File: config.mk
export PLATFORM = sky130hd
export DESIGN_NAME = mem_fifo_param
export DESIGN_NICKNAME = d
export VERILOG_FILES = /design/src/rtl/mem_fifo_param.sv
export SDC_FILE = /design/constraint.sdc
export NUM_CORES = 1
export LEC_CHECK = 0
export CAP_MARGIN = 20
export CORE_MARGIN = 10
export CORE_UTILIZATION = 50
export CTS_CLUSTER_SIZE = 30
export DETAILED_ROUTE_END_ITERATION = 12
export PLACE_DENSITY = 0.73
export SLEW_MARGIN = 20
export SYNTH_ARGS = -nofsm -noshare
export SYNTH_HDL_FRONTEND = slang
export SYNTH_SLANG_ARGS = --single-unit
File: constraint.sdc
create_clock -name clk -period 2.65 [get_ports clk]
set_input_delay 0.53 -clock clk [delete_from_list [all_inputs] [get_ports clk]]
set_output_delay 0.53 -clock clk [all_outputs]
set_load 0.01 [all_outputs]
File: src/rtl/mem_fifo_param.sv
// ============================================================================
// Module   : mem_fifo_param
// Purpose  : Parametrised synchronous FIFO with occupancy, full/empty/almost-full
//            and sticky overflow/underflow status. Define MEM_FIFO_FWFT_EN for
//            first-word-fall-through reads; otherwise reads are registered.
// Revision : 1.0 - initial release
// ============================================================================
`default_nettype none

module mem_fifo_param #(
    parameter int DATA_W   = 32,
    parameter int DEPTH    = 4,
    parameter int AFULL_TH = DEPTH - 1,
    localparam int AW      = $clog2(DEPTH)
) (
    input  logic              clk,
    input  logic              rst_l,
    input  logic              wr_en,
    input  logic [DATA_W-1:0] wr_data,
    input  logic              rd_en,
    input  logic              clr_err,
    output logic [DATA_W-1:0] rd_data,
    output logic              rd_valid,
    output logic              full,
    output logic              empty,
    output logic              almost_full,
    output logic [AW:0]       count,
    output logic              ovf,
    output logic              udf
);

    localparam int            CW          = AW + 1;
    localparam logic [AW:0]   C_DEPTH     = CW'(DEPTH);
    localparam logic [AW:0]   C_AFULL     = CW'(AFULL_TH);
    localparam logic [AW:0]   C_CNT_ONE   = CW'(1);
    localparam logic [AW-1:0] C_PTR_ONE   = AW'(1);

    logic [DATA_W-1:0] mem_q [DEPTH];
    logic [AW-1:0]     wr_ptr_q, wr_ptr_d;
    logic [AW-1:0]     rd_ptr_q, rd_ptr_d;
    logic [AW:0]       count_q,  count_d;
    logic              ovf_q,    ovf_d;
    logic              udf_q,    udf_d;
    logic              w_push;
    logic              w_pop;

    // Flags decode the registered count, so push/pop see start-of-cycle state.
    assign full        = (count_q == C_DEPTH);
    assign empty       = (count_q == '0);
    assign almost_full = (count_q >= C_AFULL);
    assign count       = count_q;
    assign ovf         = ovf_q;
    assign udf         = udf_q;

    assign w_push = wr_en & ~full;
    assign w_pop  = rd_en & ~empty;

    always_comb begin
        wr_ptr_d = w_push ? (wr_ptr_q + C_PTR_ONE) : wr_ptr_q;
        rd_ptr_d = w_pop  ? (rd_ptr_q + C_PTR_ONE) : rd_ptr_q;
        count_d  = count_q;
        case ({w_push, w_pop})
            2'b10:   count_d = count_q + C_CNT_ONE;
            2'b01:   count_d = count_q - C_CNT_ONE;
            default: count_d = count_q;
        endcase
        // A new error event in the same cycle as clr_err keeps the flag set.
        ovf_d = (ovf_q & ~clr_err) | (wr_en & full);
        udf_d = (udf_q & ~clr_err) | (rd_en & empty);
    end

    always_ff @(posedge clk or negedge rst_l) begin
        if (!rst_l) begin
            wr_ptr_q <= '0;
            rd_ptr_q <= '0;
            count_q  <= '0;
            ovf_q    <= 1'b0;
            udf_q    <= 1'b0;
        end else begin
            wr_ptr_q <= wr_ptr_d;
            rd_ptr_q <= rd_ptr_d;
            count_q  <= count_d;
            ovf_q    <= ovf_d;
            udf_q    <= udf_d;
        end
    end

    always_ff @(posedge clk) begin
        if (w_push) begin
            mem_q[wr_ptr_q] <= wr_data;
        end
    end

`ifdef MEM_FIFO_FWFT_EN
    assign rd_data  = mem_q[rd_ptr_q];
    assign rd_valid = ~empty;
`else
    logic [DATA_W-1:0] rd_data_q;
    logic              rd_valid_q;

    always_ff @(posedge clk or negedge rst_l) begin
        if (!rst_l) begin
            rd_data_q  <= '0;
            rd_valid_q <= 1'b0;
        end else begin
            rd_valid_q <= w_pop;
            if (w_pop) begin
                rd_data_q <= mem_q[rd_ptr_q];
            end
        end
    end

    assign rd_data  = rd_data_q;
    assign rd_valid = rd_valid_q;
`endif

endmodule

`default_nettype wire
Word-level counts from Yosys, hierarchy flattened
Memory sizes are Yosys's and may differ from the RTL's. A register that Yosys moved wholly into a read port is not among the register bits.
Cells that the tools add are included.
{"block": "totals", "reg_bits": 10, "out_inout_bits": 41, "ramBits": 128, "elab_cells": 32, "n_memories": 1}
{"memory": "mem_q", "depth": 4, "word_bits": 32, "rd": 1, "rd_ports_with_merged_regs": 1, "write_ports": 1, "line_no": "38", "source": "logic [DATA_W-1:0] mem_q [DEPTH];"}
{"block": "classes", "mux": 3, "n_lt_le_gt_ge": 1, "eq_ne": 3, "reduce_logical": 3, "bitwise": 11, "addsub": 4}
{"cell": "AND 1 bit", "count": 6}
{"cell": "case mux 3 bit (2 select lines)", "count": 1}
{"cell": "adder 2 x 1 -> 2 bit (second input constant)", "count": 2}
{"cell": "adder 3 x 1 -> 3 bit (second input constant)", "count": 1}
{"cell": "== test 3 bit (second input constant)", "count": 1}
{"cell": ">= comparator 3 x 2 -> 1 bit (second input constant)", "count": 1}
{"cell": "logical NOT 3 bit", "count": 1}
{"cell": "inverter 1 bit", "count": 3}
{"cell": "subtractor 3 x 1 -> 3 bit (second input constant)", "count": 1}
{"cell": "== test 2 x 1 -> 1 bit (second input constant)", "count": 1}
{"cell": "== test 2 bit (second input constant)", "count": 1}
{"cell": "2-to-1 mux 1 bit", "count": 2}
{"cell": "OR 1 bit", "count": 2}
{"cell": "nonzero test 2 bit", "count": 1}
{"cell": "logical NOT 1 bit", "count": 1}

Depth between registers and ports, before layout
{"block": "depth", "ltp_word": 5, "mapped_depth": 10, "depth_no_buf": 9}

Worst setup path before layout
Ideal clock, no wire load.
{"block": "synth_timing", "path_kind": "register -> register", "from": "register count_q[2] (netlist: count[2])", "to": "memory mem_q[0][0] (enable)", "arrival_ps": 1732, "synth_period_minus_slack_ps": 2125, "path_stages_with_launch": 4, "setup_time_ps": 392, "path_slack_ps": 525, "path_buffers": 0, "cell_sequence": "dfrtp_1 nor3b_4 nor2b_2 and2_1"}
{"block": "synth_between", "elab_chain_len": 5}
{"item": "from (decl)", "line_no": "41", "source": "logic [AW:0] count_q, count_d;"}
{"item": "from (signal assigned)", "line_no": "82", "source": "count_q <= count_d;"}
{"item": "== test 3 bit", "line_no": "48", "source": "assign full = (count_q == C_DEPTH);"}
{"item": "via full", "line_no": "24", "source": "output logic full,"}
{"item": "inverter 1 bit", "line_no": "55", "source": "assign w_push = wr_en & ~full;"}
{"item": "AND 1 bit", "line_no": "55"}
{"item": "2-to-1 mux 1 bit", "line_no": "89", "source": "if (w_push) begin"}
{"item": "2-to-1 mux 1 bit (implied by the code)", "line_no": "90", "source": "mem_q[wr_ptr_q] <= wr_data;"}
{"item": "to (decl)", "line_no": "38"}
The timed path passes the listed nets, and every way through them passes these cells.

Final worst setup path
{"block": "layout_timing", "from": "register count_q[0] (netlist: count[0])", "to": "output port full"}
{"block": "layout_between", "elab_chain_len": 1}
{"item": "== test 3 bit", "line_no": "48"}
{"item": "to (decl)", "line_no": "24"}
No other way between the ends.

==> flow_summary.ini <==
[synthesis]
synth_fa_ha_area_share_pct = 1.26
yosys.area_share.simple_pct = 6.60
postSynthAreaPerCell_um2 = 18.7
synth_cell_types = 24
ys_seq_elements = 170
synthMuxAreaShare_pct = 12.9
synth_top_family_by_area = multiplexers
syn-num-nets = 394
yosysSeqAreaShare_pct = 74.6
syn-cell-area_um2 = 6560
synth_compound_area_share_pct = 0.610
synthXorXnorAreaFrac_pct = 0.801
yosys_warnings = 0
syn_inst = 351

[clock_network]
clock_latency_ns = 0.42
cts.htree.levels = 4
cts_tree = built
cts_buffer_depth = 2
ctsHoldBuffers = 0
clkSinkCount = 170
root_buffer = clkbuf_16
cts_setup_buffers = 0
cts_resized = 0
numCtsBuffers = 17
clk_pin_slew_ns = 0.06

[run_status]
status = complete, no violations

[layout]
layout-drive-gt1-share_pct = 11.2
areaGrowthSynthToFinish_pct = 22.9
final_util_pct = 63.4
antenna_cells = 0
design_area_um2 = 8060
layout.nets = 485
layout_commonest_cell = edfxtp_1
layout_common_cells = edfxtp_1 (128), nand2_1 (99), clkdlybuf4s50_1 (76)
layoutNonFillerInstCount = 627

[power]
power_density_nw_per_um2 = 1110
p_leak_nw = 3.06
ir_drop_mv = 0.620

[global_route]
grt_pass1_wl_um = 19000
grt_max_degree = 35
grt_overflow = 0
track_usage_pct = 13.9
antenna_found_initial = 0
grt_pass1_vias = 3454

[timing]
rsz0062_at_grt = false
slew_headroom_pct = 50.4
min_period_ns = 2.33
finalCritPeriodShare_pct = 88.1
finalSetupViolCount = 0
worst_pin_slew_ns = 0.745
fmax_mhz = 428
setup_tns_ns = 0
finalMaxSlewViolations = 0
hold_violations = 0
clock_skew_ns = 0.00606

[die]
num_rows = 41
core-area_um2 = 12700
die_w_um = 135
initial_core_util_pct = 51.6
dieHeight_um = 135
die_area_um2 = 18100
ios = 78

[drt]
via_per_inst = 5.12
drcViolationCount = 0
wl_um = 12000
dr.pass1.iters = 4
drt-initial-drc-count = 167
avgRoutedWirePerCell_um = 19.2
num_vias = 3212
postRouteAntennaNets = 0

[critical_path]
start_kind = register
reg2reg_from = count[0]$_DFFE_PN0P_
worst_ep_arrival_time_ns = 1.80
crit_end = full
r2r-end = count[2]$_DFFE_PN0P_
rr_worst_depth = 9
r2r_slack_ns = 0.50
end_kind = output pin
crit_start = count[0]$_DFFE_PN0P_
worstPathMaxFanout = 7
worst-setup-path-type = register to output pin
required_ns = 2.12

[job]
drv_cap = 0

[min_path]
min-delay-path-class = input port to async pin

[placed_design]
placed_area_um2 = 7490
port_buffers = 77
dp_cells = 595
place_hpwl_um = 7620
place_congestion = 0.731
synthesized netlist by cell type (all sizes together):
master | count | share of area, %
a21o | 1 | 0.13
and2 | 4 | 0.38
buf | 12 | 2.0
clkbuf | 3 | 0.63
dfrtp | 42 | 16
edfxtp | 128 | 59
fa | 1 | 0.31
ha | 5 | 0.95
inv | 9 | 0.55
mux2 | 1 | 0.17
mux2i | 1 | 0.15
mux4 | 32 | 13
nand2 | 99 | 5.7
nor2 | 1 | 0.057
nor2b | 1 | 0.13
nor3 | 1 | 0.076
nor3b | 1 | 0.29
o21ai | 2 | 0.15
o31ai | 1 | 0.32
xnor2 | 4 | 0.53
xor2 | 2 | 0.27
layout make-up:
cell class	count	area, µm²
sequential	170	4900
fill	943	4660
multi-input combinational	157	1460
timing repair buffer	87	878
clock buffer	23	478
tap	172	215
clock inverter	9	95.1
inverter	9	36.3
through the flow:
step | hold WS (ns) | setup slack, ns | total power [W]
CTS | 0.0976 | 0.287 | 0.00904
finish | 0.0881 | 0.316 | 0.00892
detailed placement | 0.462 | 0.249 | 0.00666
global route | 0.116 | 0.245 | 0.00941
floorplan | 0.234 | 0.525 | 0.00558
global placement | 0.457 | 0.333 | 0.00656
how the worst min path moves through the flow:
stage,endpoint,slack [ns]
after detailed placement,rd_data[9]$_DFFE_PN0P_,0.46
after CTS,rd_data[11]$_DFFE_PN0P_,0.1
after floorplan,count[0]$_DFFE_PN0P_,0.23
final,rd_data[14]$_DFFE_PN0P_,0.09
after global routing,rd_data[25]$_DFFE_PN0P_,0.12
after global placement,rd_data[15]$_DFFE_PN0P_,0.46
report_power, final:
part           switching [W]  total (W)  internal, W  leakage [nW]
clock network       0.000924    0.00237      0.00145         0.273
registers           0.000422    0.00405      0.00362          1.68
logic                0.00114    0.00250      0.00136          1.11
total                0.00249    0.00892      0.00643          3.06
worst max-delay path: stages, from the launching register on:
cell and delay, ns:
dfrtp_1 0.50, nor3b_4 0.29, clkdlybuf4s50_1 0.60
flip-flops by register name, summed over array words and instances (netlist names):
signal / flops
wr_ptr_q: 2
ovf: 1
count: 3
mem_q: 128
udf: 1
rd_data: 32
rd_valid: 1
rd_ptr_q: 2
logic make-up (layout without fill, tap and decap cells):
family | Yosys count | after routing
DFF | 170 | 170
and+or+nand+nor | 107 | 107
muxes | 34 | 34
buffers and inverters | 24 | 128
adders and majority gates | 6 | 6
xor gates and xnor gates | 6 | 6
AOI/OAI and AO/OA | 4 | 4
per-layer routing:
metal / global-route usage [%] / vias to the layer above / wire length [µm]
li1: - / 1501 / -
met1: 16.6 / 1616 / 5150
met2: 22.9 / 79 / 6090
met3: 4.12 / 16 / 580
met4: 5.99 / 0 / 219
met5: 0 / - / 0
Power figures use the tool's default switching activity.
